### src/rtl/ms_slave_feeder.sv
// ms_slave_feeder: upstream producer for the master/slave test-case modules.
// It accepts one message from the master port, adds a signed OFFSET, and
// presents the result to the slave with a single-cycle sync strobe. A quiet
// gap of GAP_CYCLES cycles follows each strobe. xfer_cnt counts completed
// strobes.
// Optional build macro MS_SLAVE_FEEDER_SAT_EN: the add saturates to the
// 32-bit signed range instead of wrapping.
//
// Handshake: a message transfers on a rising clk edge where m_in_valid and
// m_in_ready are both high. m_in_ready is combinational and is high only in
// IDLE with en set and rst low. m_in_valid may drop without a transfer.
// When there is no transfer, the feeder latches nothing.
module ms_slave_feeder #(
  parameter logic signed [31:0] OFFSET     = 32'sd0,
  parameter int unsigned        GAP_CYCLES = 2,
  parameter int unsigned        CNT_W      = 16
) (
  input  logic                    clk,
  input  logic                    rst,
  input  logic                    en,
  input  logic signed [31:0]      m_in_msg,
  input  logic                    m_in_valid,
  output logic                    m_in_ready,
  output logic signed [31:0]      s_out,
  output logic                    s_out_sync,
  output logic                    busy,
  output logic [CNT_W-1:0]        xfer_cnt,
  output logic [1:0]              state_dbg
);

  typedef enum logic [1:0] {
    IDLE = 2'd0,
    EMIT = 2'd1,
    GAP  = 2'd2
  } state_t;

  // The gap counter holds at most GAP_CYCLES-1.
  localparam int GW = (GAP_CYCLES > 1) ? $clog2(GAP_CYCLES) : 1;
  localparam logic [GW-1:0] GAP_LOAD = (GAP_CYCLES > 0) ? GW'(GAP_CYCLES - 1) : '0;

  state_t              state_q;
  state_t              state_d;
  logic [GW-1:0]       gap_q;
  logic                hs;
  logic signed [31:0]  result;

  assign m_in_ready = (state_q == IDLE) && en && !rst;
  assign hs         = m_in_valid && m_in_ready;
  assign busy       = (state_q != IDLE);
  assign state_dbg  = state_q;

`ifdef MS_SLAVE_FEEDER_SAT_EN
  logic signed [32:0] sum_wide;

  // Widened add keeps the true sign, so overflow is visible and can be clamped.
  always_comb begin
    sum_wide = {m_in_msg[31], m_in_msg} + {OFFSET[31], OFFSET};
    if (sum_wide[32] != sum_wide[31]) begin
      result = sum_wide[32] ? 32'sh8000_0000 : 32'sh7fff_ffff;
    end else begin
      result = sum_wide[31:0];
    end
  end
`else
  // Plain two's-complement add; overflow wraps.
  assign result = m_in_msg + OFFSET;
`endif

  // Next-section logic: EMIT always lasts one cycle, and GAP ends when the gap counter runs out.
  always_comb begin
    state_d = state_q;
    case (state_q)
      IDLE:    if (hs) state_d = EMIT;
      EMIT:    state_d = (GAP_CYCLES > 0) ? GAP : IDLE;
      GAP:     if (gap_q == '0) state_d = IDLE;
      default: state_d = IDLE;
    endcase
  end

  // Section register. Reset aborts any transfer immediately.
  always_ff @(posedge clk or posedge rst) begin
    if (rst) begin
      state_q <= IDLE;
    end else begin
      state_q <= state_d;
    end
  end

  // Datapath: latch on handshake, register the strobe, count strobes, and time the gap.
  always_ff @(posedge clk or posedge rst) begin
    if (rst) begin
      s_out      <= '0;
      s_out_sync <= 1'b0;
      xfer_cnt   <= '0;
      gap_q      <= '0;
    end else begin
      s_out_sync <= hs;
      if (hs) begin
        s_out <= result;
      end
      if (state_q == EMIT) begin
        xfer_cnt <= xfer_cnt + 1'b1;
        gap_q    <= GAP_LOAD;
      end else if ((state_q == GAP) && (gap_q != '0)) begin
        gap_q <= gap_q - 1'b1;
      end
    end
  end

endmodule

### config.mk
export PLATFORM = sky130hd
export DESIGN_NAME = ms_slave_feeder
export DESIGN_NICKNAME = d
export VERILOG_FILES = /design/src/rtl/ms_slave_feeder.sv
export SDC_FILE = /design/constraint.sdc
export NUM_CORES = 1
export LEC_CHECK = 0
export ABC_AREA = 1
export CAP_MARGIN = 20
export CORE_UTILIZATION = 46
export CTS_CLUSTER_SIZE = 8
export DETAILED_ROUTE_END_ITERATION = 10
export PLACE_DENSITY = 0.92
export SLEW_MARGIN = 10
export SYNTH_ARGS = -nofsm -noshare
export SYNTH_HDL_FRONTEND = slang
export SYNTH_SLANG_ARGS = --single-unit
### constraint.sdc
create_clock -name clk -period 4.8 [get_ports clk]
set_input_delay 0.72 -clock clk [delete_from_list [all_inputs] [get_ports clk]]
set_output_delay 0.72 -clock clk [all_outputs]
set_load 0.05 [all_outputs]
### Word-level counts from Yosys, hierarchy flattened

Cells that the tools add are included.

| word-level totals | value |
|---|---|
| output and inout port bits | 53 |
| bits in writable memories | 0 |
| bits in read-only memories | 0 |
| flip-flop bits (word level) | 52 |
| memories | 0 |
| bits in latches | 0 |

| cells by class | value |
|---|---|
| multipliers | 0 |
| bitwise operators | 0 |
| divide/modulo/power cells | 0 |
| shift-type cells | 0 |
| equality and inequality tests | 4 |
| reductions and logical operators | 9 |
| add/subtract/negate cells | 2 |
| magnitude comparators | 0 |
| mux-type cells | 5 |

Operators with widths:

| cell | count |
|---|---|
| adder 16 x 1 -> 16 bit, second input constant | 1 |
| one-hot mux 2 bit (3 select lines) | 1 |
| logical AND 1 bit | 4 |
| 2-to-1 mux 2 bit | 2 |
| inequality test 2 bit, second input constant | 2 |
| nonzero test 2 bit | 2 |
| equality test 2 x 1 -> 1 bit, second input constant | 1 |
| equality test 2 bit, second input constant | 1 |
| zero test 2 bit | 1 |
| 2-to-1 mux 1 bit | 2 |
| AND reduction 2 bit | 1 |
| zero test 1 bit | 1 |
| subtractor 1 bit, second input constant | 1 |

### Logic depth before layout (Yosys ltp)

| depth | value |
|---|---|
| depth in word-level cells | 6 |
| depth in mapped cells | 8 |
| mapped depth without buffers | 7 |

### Least setup slack after synthesis

OpenSTA, ideal clock, no wires.

| path | value |
|---|---|
| kind | input port to output port |
| from | input rst |
| to | output m_in_ready |
| required time | 4.080 ns |
| buffers on the path | 0 |
| stages on the path | 3 |
| setup slack | 1.622 ns |
| data arrival time | 2.458 ns |
| cells stage by stage | inv_1 > nand2_1 > nor2_4 |

| on the way | value |
|---|---|
| cells in the longest elaborated chain, start to end | 2 |

Ends and longest elaborated chain:

| item | line | source |
|---|---|---|
| start: declaration | 19 | `input logic rst,` |
| zero test 1 bit (no line) | n/a |  |
| logical AND 1 bit | 47 | `assign m_in_ready = (state_q == IDLE) && en && !rst;` |
| end: declaration | 23 | `output logic m_in_ready,` |

Every way passes these cells.

### Worst setup path after layout

| path | value |
|---|---|
| from | input en |
| to | output m_in_ready |

| on the way | value |
|---|---|
| cells in the longest elaborated chain, start to end | 2 |

Ends and longest elaborated chain:

| item | line | source |
|---|---|---|
| start: declaration | 20 | `input logic en,` |
| logical AND 1 bit (2 in a row) | 47 |  |

Every way passes these cells.

==> run summary <==
Largest net degree at the start of global routing = 53
Cell repeated most along the worst path = clkdlybuf4s50_1
Yosys top cell by area = dfrtp_1
Synth top area share = 59.5%
Arrival @ worst endpoint = 2.24 ns
Drt wl/cell = 12.5 um
Synth top area cells = dfrtp_1 (60%), nand2_1 (21%), inv_1 (3.3%)
Critical path type = input pin to output port
Area of the core = 4470 um2
Initial Utilization = 48.9%
First-pass GRT wire length = 8180 um
Via count = 1874
Die height = 70.9 um
Tmin final = 2.96 ns
Critical Path Start Type = input pin
Final hold slack = 0.487 ns
Max frequency = 0.338 GHz
Largest stage delay, worst path = 0.83 ns
Slew headroom = 57.4%
Critical path's slowest cell = clkdlybuf4s50_1
Maximum VDD drop = 0.302 mV
WL final = 4830 um
Global-route usage over all layers = 21.1%
Longest Clk Path Bufs = 2
Clk Latency, worst-skew pair = 0.30 ns
Synth Instances = 245
Initial antenna violation count = 0
Synth Register Bits = 52
CP cell instances = clkdlybuf4s50_1 -> nand2_1 -> nor2_4 -> clkdlybuf4s50_1
Worst Reg-to-Reg Cells = 7
Power Dens Cells = 469 nW/um2
CP bufs+invs = 2
Ports = 89
FILL cells = 341
Synthesized Nets = 282
Register-to-Register Setup Slack = 3.23 ns
Synth Area per Inst = 8.92 um2
Worst hold path class = flop to flop
Die width = 70.9 um
Final Hold Viols = 0
Violated checks = DRC
Final net count = 372
Hold Crit Start = s_out[4]$_DFFE_PP0P_
RSZ-0062 raised after global routing = false
Period utilization = 61.7%
TNS Setup = 0 ns
Root Driver = clkbuf_8
Min-Delay Path Depth = 2
Clock Pin Slew Worst Setup and Hold Paths = 0.08 ns
Remaining antenna violation count = 0
TritonCTS buffer count = 5
Num rows = 24
Synthesized area = 2190 um2
Syn. warnings = 0
# Post-CTS Setup Buffers = 0
Layout overhead on the synthesized area = 44.9%
Ant diodes = 0
Grt total ovfl = 0
Slew @ Worst Pin = 0.639 ns
R2r startpoint = state_dbg[0]$_DFFE_PP0P_
Most frequent cells in the layout = nand2_1 (122), clkdlybuf4s50_1 (88), dfrtp_1 (52), inv_1 (18), nor2_1 (13)
Unique masters post-synth = 19
Leak Pwr = 1.60 nW
Via-per-instance ratio = 4.84
DRC viols = 6
Worst Path Max Fanout = 2
CTS resizes = 0
Seq/Total Area, Yosys = 59.5%
# hold bufs at CTS = 0
Status = complete, but fails checks
DR iter-0 viols = 120
Worst Path Required = 4.08 ns
Final setup fails = 0
Vias in the first global route = 1836
H-tree Lvls = 2
Drt pass-1 iters = 7
Layout cells sized above 1 = 5.07%
DIE AREA = 5030 um2
Global placement routability congestion = 0.741
Total of max-cap violations = 0
IO Port Bufs = 88
Leading cell type in the layout, fill and taps excluded = nand2_1
Clock sink count = 52
Reg2reg end = s_out[20]$_DFFE_PP0P_
Skew final = 0.00476 ns
CTS tree = yes
Hold endpoint = s_out[4]$_DFFE_PP0P_
Final HPWL DP = 3480 um
Setup crit end kind = output port
Cell family with most CP delay = buffers and inverters
Slew Viols, Final = 0
[cell families (layout without fill, tap and decap cells)]
logic type	Yosys count	after routing	synth area share (%)
adder cells (fa/ha/maj)	1	1	0.572
flip-flops	52	52	59.5
buffers and inverters	27	117	5.95
AND/OR/NAND/NOR	154	154	29.5
XOR/XNOR	11	11	4.41
[cells in the mapped netlist]
| library cell | count |
|---|---|
| inv_4 | 1 |
| nand4_1 | 4 |
| nand2_2 | 1 |
| inv_1 | 19 |
| nor3_4 | 1 |
| nor2_4 | 2 |
| ha_1 | 1 |
| xor2_1 | 6 |
| nand2_4 | 2 |
| nand2_1 | 122 |
| nor3_1 | 2 |
| dfrtp_1 | 52 |
| inv_2 | 1 |
| nor2_1 | 13 |
| buf_6 | 3 |
| nor2_2 | 1 |
| buf_2 | 3 |
| nand3_1 | 6 |
| xnor2_1 | 5 |
[routing by layer]
layer / routed length [um] / share of wire (%) / vias to the layer above / GRT usage [%]
met4: 71 / 1.5 / 0 / 6.67
met5: 0 / 0 / - / 0
met3: 378 / 7.8 / 8 / 7.69
met1: 2040 / 42 / 875 / 26.1
met2: 2330 / 48 / 77 / 34.8
li1: - / - / 914 / -
[layout make-up]
class                      instances  area (um2)  share of cell area, %
inverter                          21        81.3                   2.57
clock buffer                       6        72.6                   2.29
tap                               52        65.1                   2.05
sequential                        52        1300                   41.1
timing repair buffer              89         888                   28.0
multi-input combinational        166         754                   23.8
clock inverter                     1        5.00                  0.158
[metrics by stage]
step | worst slack, ns | util (%) | instances | instance area, um2 | power (mW)
CTS | 1.83 | 70.8 | 387 | 3170 | 1.50
finish | 1.84 | 70.8 | 387 | 3170 | 1.49
global route | 1.76 | 70.8 | 387 | 3170 | 1.56
global placement | 1.88 | 69.1 | 380 | 3090 | 1.25
floorplan | 1.62 | - | 245 | 2190 | 1.02
detailed placement | 1.84 | 69.1 | 380 | 3090 | 1.26
[where the power goes]
group	switching [mW]	total (mW)	internal (mW)	leakage [nW]
Sequential	0.0670	0.595	0.528	0.670
Combinational	0.438	0.659	0.221	0.888
Clock	0.134	0.233	0.0995	0.0410
Total	0.639	1.49	0.848	1.60
[worst max path at each step]
stage | start | cells past startpoint | slack [ns] | end
4_1_cts | en | 4 | 1.83 | m_in_ready
3_5_place_dp | en | 4 | 1.84 | m_in_ready
6_report | en | 4 | 1.84 | m_in_ready
5_1_grt | rst | 5 | 1.76 | m_in_ready
3_3_place_gp | rst | 5 | 1.88 | m_in_ready
2_1_floorplan | rst | 3 | 1.62 | m_in_ready
[registers in the layout (all words and copies together) (netlist names)]
register	flops
xfer_cnt	16
s_out_sync	1
s_out	32
state_dbg	2
gap_q	1
[worst min-delay path, cell delays in order, from the launching register on]
cell	delay, ns
dfrtp_1	0.35
nand2_1	0.05
nand2_1	0.06
Note: power is estimated with default switching activity, not from simulation.
==> RTL change 1, RTL diff (same flow settings) <==
Reset style: synchronous (`rst`), changed in 2 clocked blocks.
--- a/src/rtl/ms_slave_feeder.sv
+++ b/src/rtl/ms_slave_feeder.sv
@@ -80,3 +80,3 @@
   // Section register. Reset aborts any transfer immediately.
-  always_ff @(posedge clk or posedge rst) begin
+  always_ff @(posedge clk) begin
     if (rst) begin
@@ -89,3 +89,3 @@
   // Datapath: latch on handshake, register the strobe, count strobes, and time the gap.
-  always_ff @(posedge clk or posedge rst) begin
+  always_ff @(posedge clk) begin
     if (rst) begin
Formal check against the unedited RTL: differs if rst is asserted again (counterexample within 4 cycles, from zero or initial values and one cycle with rst high); with rst held inactive, the same outputs for 10 cycles.
==> RTL change 1 against the unedited design <==
Count of clock-buffer cells in the layout is 1 lower. Worst setup slack lost 120 ps. Largest cell class unchanged. Via count rose by 6.4%. Sequential cell count unchanged. Routed wire length up 0.29%. Design area decreased by 6.1%. Clock skew is 0.51 ps higher. Synthesized area fell by 7.9%. Maximum frequency shrank 4.0%.
Power is not compared: it rests on default switching activity, and its combinational part moved more than twofold at a synthesized area within 25%.
==> RTL change 1: results (changes against the unedited design) <==
- Run status: complete, no violations (was complete, but fails checks)
- Setup Skew: 5.26 ps (was 4.76 ps)
- Vias: 1,993 (was 1,874)
- Library cells used by synthesis: 21 (was 19)
- Clk_lat worst skew: 290 ps
- FF-to-FF Start: state_dbg[0]$_SDFFE_PP0P_ (was state_dbg[0]$_DFFE_PP0P_)
- Critical register-to-register path endpoint: s_out[9]$_SDFFE_PP0P_ (was s_out[20]$_DFFE_PP0P_)
- Met2 WL post-DR: 2430 µm (was 2330 µm)
- Register area share after synthesis: 51.7% (was 59.5%)
- Met3 wire length: 360 µm (was 378 µm)
- Routability cong.: 0.768 (was 0.741)
- GRT Total Usage: 22.4% (was 21.1%)
- Dpl hpwl: 3530 µm (was 3480 µm)
- Main area contributors after synthesis: dfxtp_1 (52%), nand2_1 (18%), nand3_1 (10%) (was dfrtp_1 (60%), nand2_1 (21%), inv_1 (3.3%))
- Synth Area in Compound Gates: 4.97% (was 0%)
- H-tree levels: 2 (unchanged)
- Max-slew headroom: 59.8% (was 57.4%)
- Critical path origin: rst (was en)
- Share of cells above drive strength 1: 4.21% (was 5.07%)
- Wirelength, routed: 4840 µm (was 4830 µm)
- Total setup buffers inserted after CTS: 0 (unchanged)
- Reg2Reg Setup Slack: 2920 ps (was 3230 ps)
- Synth Flop Type: dfxtp_1 (was dfrtp_1)
- Asr flop ratio synth: 0% (was 100%)
- Vias in the first global route: 1,854 (was 1,836)
- Worst EP arrival: 2360 ps (was 2240 ps)
- First-pass GRT wire length: 7760 µm (was 8180 µm)
- Initial antenna violation count: 0 (unchanged)
- XOR/XNOR share of the synthesized area: 0% (was 4.41%)
- Pin count of the biggest net entering global routing: 48 (was 53)
- Crit Path Max Fanout: 4 (was 2)
- Syn nets: 310 (was 282)
- DRT Pass-1 Iters: 4 (was 7)
- Adder-Cell Fraction of Synth Area: 0.622% (was 0.572%)
- Initial drt markers: 94 (was 120)
- CTS root buffer: clkbuf_8 (unchanged)
- Nets: 395 (was 372)
RTL change 1: cell types whose count changed after synthesis, sizes merged, moves of 6 or more:
cell / delta
dfrtp: -52
nand2: -27
a21oi: +11
nor2: +6
dfxtp: +52
o21ai: +6
nand3: +35
xor2: -6
RTL change 1: cell families after synthesis:
kind of cell,count (synthesis)
and+or+nand+nor,168
DFF,52
adders and majority gates,1
AOI/OAI and AO/OA,19
buffers and inverters,33
RTL change 1: metrics by stage:
step	hold slack, ps	cells	util, %	setup slack [ps]
2_1_floorplan	433	273	-	2690
3_3_place_gp	446	401	71.1	1730
3_5_place_dp	456	401	71.1	1730
4_1_cts	467	406	72.8	1710
5_1_grt	486	406	72.8	1650
6_report	465	406	72.8	1720
RTL change 1: routing by layer:
metal | global-route usage, % | vias to the layer above
li1 | - | 1029
met1 | 24.6 | 890
met5 | 0 | -
met3 | 8.83 | 4
met4 | 6.77 | 0
met2 | 39.3 | 70
RTL change 1: cell type report:
type | count | area [µm²]
multi-input cells | 188 | 831
flip-flops and latches | 52 | 1040
repair buffers | 89 | 888
inverters | 22 | 82.6
clock buffers | 5 | 68.8
well taps | 50 | 62.6
fillers | 344 | 1110
RTL change 1: worst min-delay path by stage:
stage	endpoint	slack (ps)	cells past startpoint
floorplan	gap_q$_SDFFE_PP0P_	430	2
global placement	gap_q$_SDFFE_PP0P_	450	2
detailed placement	s_out[31]$_SDFFE_PP0P_	460	2
CTS	s_out[31]$_SDFFE_PP0P_	470	2
global route	s_out[31]$_SDFFE_PP0P_	490	2
finish	s_out[30]$_SDFFE_PP0P_	460	2
RTL change 1: power groups by stage:
stage          Sequential [W]  Clock [W]  Combinational, W
2_1_floorplan        0.000525          0         0.0000336
6_report             0.000458   0.000220          0.000159
3_5_place_dp         0.000468          0          0.000160
4_1_cts              0.000458   0.000228          0.000160
3_3_place_gp         0.000467          0          0.000158
5_1_grt              0.000460   0.000244          0.000169
RTL change 1: worst max-delay path, cell delays in order:
cell	delay, ps
clkdlybuf4s50_1	510
inv_2	100
nand2_1	60
nor2_2	150
clkdlybuf4s50_1	820
==> RTL change 2, RTL diff (same flow settings) <==
Without the edit above. The parameter `CNT_W` goes from 16 to 32.
--- a/src/rtl/ms_slave_feeder.sv
+++ b/src/rtl/ms_slave_feeder.sv
@@ -15,3 +15,3 @@
   parameter int unsigned        GAP_CYCLES = 2,
-  parameter int unsigned        CNT_W      = 16
+  parameter int unsigned        CNT_W      = 32
 ) (
Ports: changed (resized xfer_cnt); port bits go from 89 to 105. The function was not compared with the original's and may differ.
==> RTL change 2 against the unedited design <==
Routed wire length increased by 58%. Worst setup slack lost 6.1 ps. Combinational power rose by 2%. Synthesized area grew 46%. Total power up 29%. Die area grew 45%. Sequential cell count up 16. Utilization shrank 4.2 points. Design area rose by 42%.
==> RTL change 2: results (changes against the unedited design) <==
- Run status: complete, no violations (was complete, but fails checks)
- Library cells used by synthesis: 20 (was 19)
- Reg2reg path depth: 7 (unchanged)
- Syn nets: 425 (was 282)
- # resized after CTS: 0 (unchanged)
- Slowest stage delay, CP: 800 ps (was 830 ps)
- Share of cells above drive strength 1: 7.77% (was 5.07%)
- Cts bufs inserted: 9 (was 5)
- Critical register-to-register path endpoint: s_out[17]$_DFFE_PP0P_ (was s_out[20]$_DFFE_PP0P_)
- Nets: 534 (was 372)
- Placed cell count: 566 (was 380)
- Pleak: 2.10 nW (was 1.60 nW)
- DRT Pass-1 Iters: 4 (was 7)
- Asr flop ratio synth: 100% (unchanged)
- Synth top cells by count: nand2_1 (185), dfrtp_1 (68), nor2_1 (30), inv_1 (26), nand3b_1 (14) (was nand2_1 (122), dfrtp_1 (52), inv_1 (19), nor2_1 (13))
- Wirelength, routed: 7630 µm (was 4830 µm)
- Register area share after synthesis: 53.2% (was 59.5%)
- Met1 wire length: 3130 µm (was 2040 µm)
- FF-to-FF Start: state_dbg[0]$_DFFE_PP0P_ (unchanged)
- Critical Path End: m_in_ready (unchanged)
- Reg2Reg Setup Slack: 2830 ps (was 3230 ps)
- Crit Path Max Fanout: 2 (unchanged)
- Crit path max-delay family: buffers and inverters (unchanged)
- Clk_lat worst skew: 350 ps (was 300 ps)
- Critical path origin: rst (was en)
- Initial drt markers: 248 (was 120)
- Via density: 5.02 (was 4.84)
- Setup Skew: 9.98 ps (was 4.76 ps)
- CTS root buffer: clkbuf_8 (unchanged)
- Vias in the first global route: 2,789 (was 1,836)
- Total setup buffers inserted after CTS: 0 (unchanged)
- Slowest CP cell: clkdlybuf4s50_1 (unchanged)
- H-tree levels: 3 (was 2)
- Synth Instances: 388 (was 245)
- Synth Flop Type: dfrtp_1 (unchanged)
- Max cap viols: 0 (unchanged)
- Met2 WL post-DR: 3670 µm (was 2330 µm)
- Final ANT Viol Nets: 0 (unchanged)
- Worst EP arrival: 2250 ps
- Clock tree buffer depth: 2 (unchanged)
- Routability cong.: 0.820 (was 0.741)
- Main area contributors after synthesis: dfrtp_1 (53%), nand2_1 (22%), nor2_1 (3.5%) (was dfrtp_1 (60%), nand2_1 (21%), inv_1 (3.3%))
- CTS clk-pin slew, worst paths: 80 ps (about the same)
- Dpl hpwl: 5500 µm (was 3480 µm)
- Port buffer count: 104 (was 88)
- Pin count of the biggest net entering global routing: 69 (was 53)
- Top sig layer: met4 (unchanged)
- Pin slew with the least headroom to its limit: 846 ps (was 639 ps)
- Ant diodes: 0 (unchanged)
- Wire per inst: 13.1 µm (was 12.5 µm)
- Initial antenna violation count: 0 (unchanged)
- Ys Warns: 0 (unchanged)
- GRT Total Usage: 22.4% (was 21.1%)
- First-pass GRT wire length: 12,700 µm (was 8180 µm)
- Max VDD drop: 0.293 mV (was 0.302 mV)
- Min-Delay Path Class: flip-flop to flip-flop (unchanged)
- Met3 wire length: 659 µm (was 378 µm)
-- RTL change 2: report_power, final --
group / internal [W] / switching, W / leakage, nW
logic: 0.000221 / 0.000448 / 1.10
registers: 0.000663 / 0.0000714 / 0.894
clock network: 0.000293 / 0.000229 / 0.102
-- RTL change 2: routing by layer --
layer | track usage [%] | vias to the layer above
met5 | 0 | -
met4 | 11.4 | 0
met3 | 7.39 | 14
met2 | 36.9 | 131
met1 | 26.4 | 1365
li1 | - | 1414
-- RTL change 2: layout make-up --
class / instances / area [µm²]
inverters: 28 / 105
multi-input cells: 285 / 1330
well taps: 80 / 100
clock buffers: 10 / 128
fillers: 510 / 2250
clock inverters: 6 / 88.8
repair buffers: 105 / 1050
flip-flops and latches: 68 / 1700
-- RTL change 2: logic make-up after synthesis --
logic type      synth area share, %
buf+inv                        5.17
compound gates                0.313
simple gates                   37.3
fa+ha+maj                     0.391
xor+xnor                       3.56
flops                          53.2
-- RTL change 2: tightest hold or removal path, cell delays in order, from the launching register on --
cell     delay, ps
dfrtp_1        350
nand2_1         60
nand2_1         50
-- RTL change 2: worst min-delay path by stage --
stage,start,to,slack (ps),depth (start not counted)
after floorplan,gap_q$_DFFE_PP0P_,state_dbg[1]$_DFFE_PP0P_,440,2
after global placement,gap_q$_DFFE_PP0P_,state_dbg[1]$_DFFE_PP0P_,460,2
after detailed placement,s_out[12]$_DFFE_PP0P_,s_out[12]$_DFFE_PP0P_,470,2
after CTS,s_out[12]$_DFFE_PP0P_,s_out[12]$_DFFE_PP0P_,490,2
after global routing,s_out[8]$_DFFE_PP0P_,s_out[8]$_DFFE_PP0P_,500,2
final,gap_q$_DFFE_PP0P_,state_dbg[1]$_DFFE_PP0P_,480,2
-- RTL change 2: metrics by stage --
step | cell area, µm² | worst slack, ps | hold WS [ps]
after floorplan | 3200 | 1270 | 443
after global placement | 4290 | 1820 | 458
after detailed placement | 4290 | 1830 | 467
after CTS | 4500 | 1810 | 486
after global routing | 4500 | 1780 | 503
final | 4500 | 1830 | 484
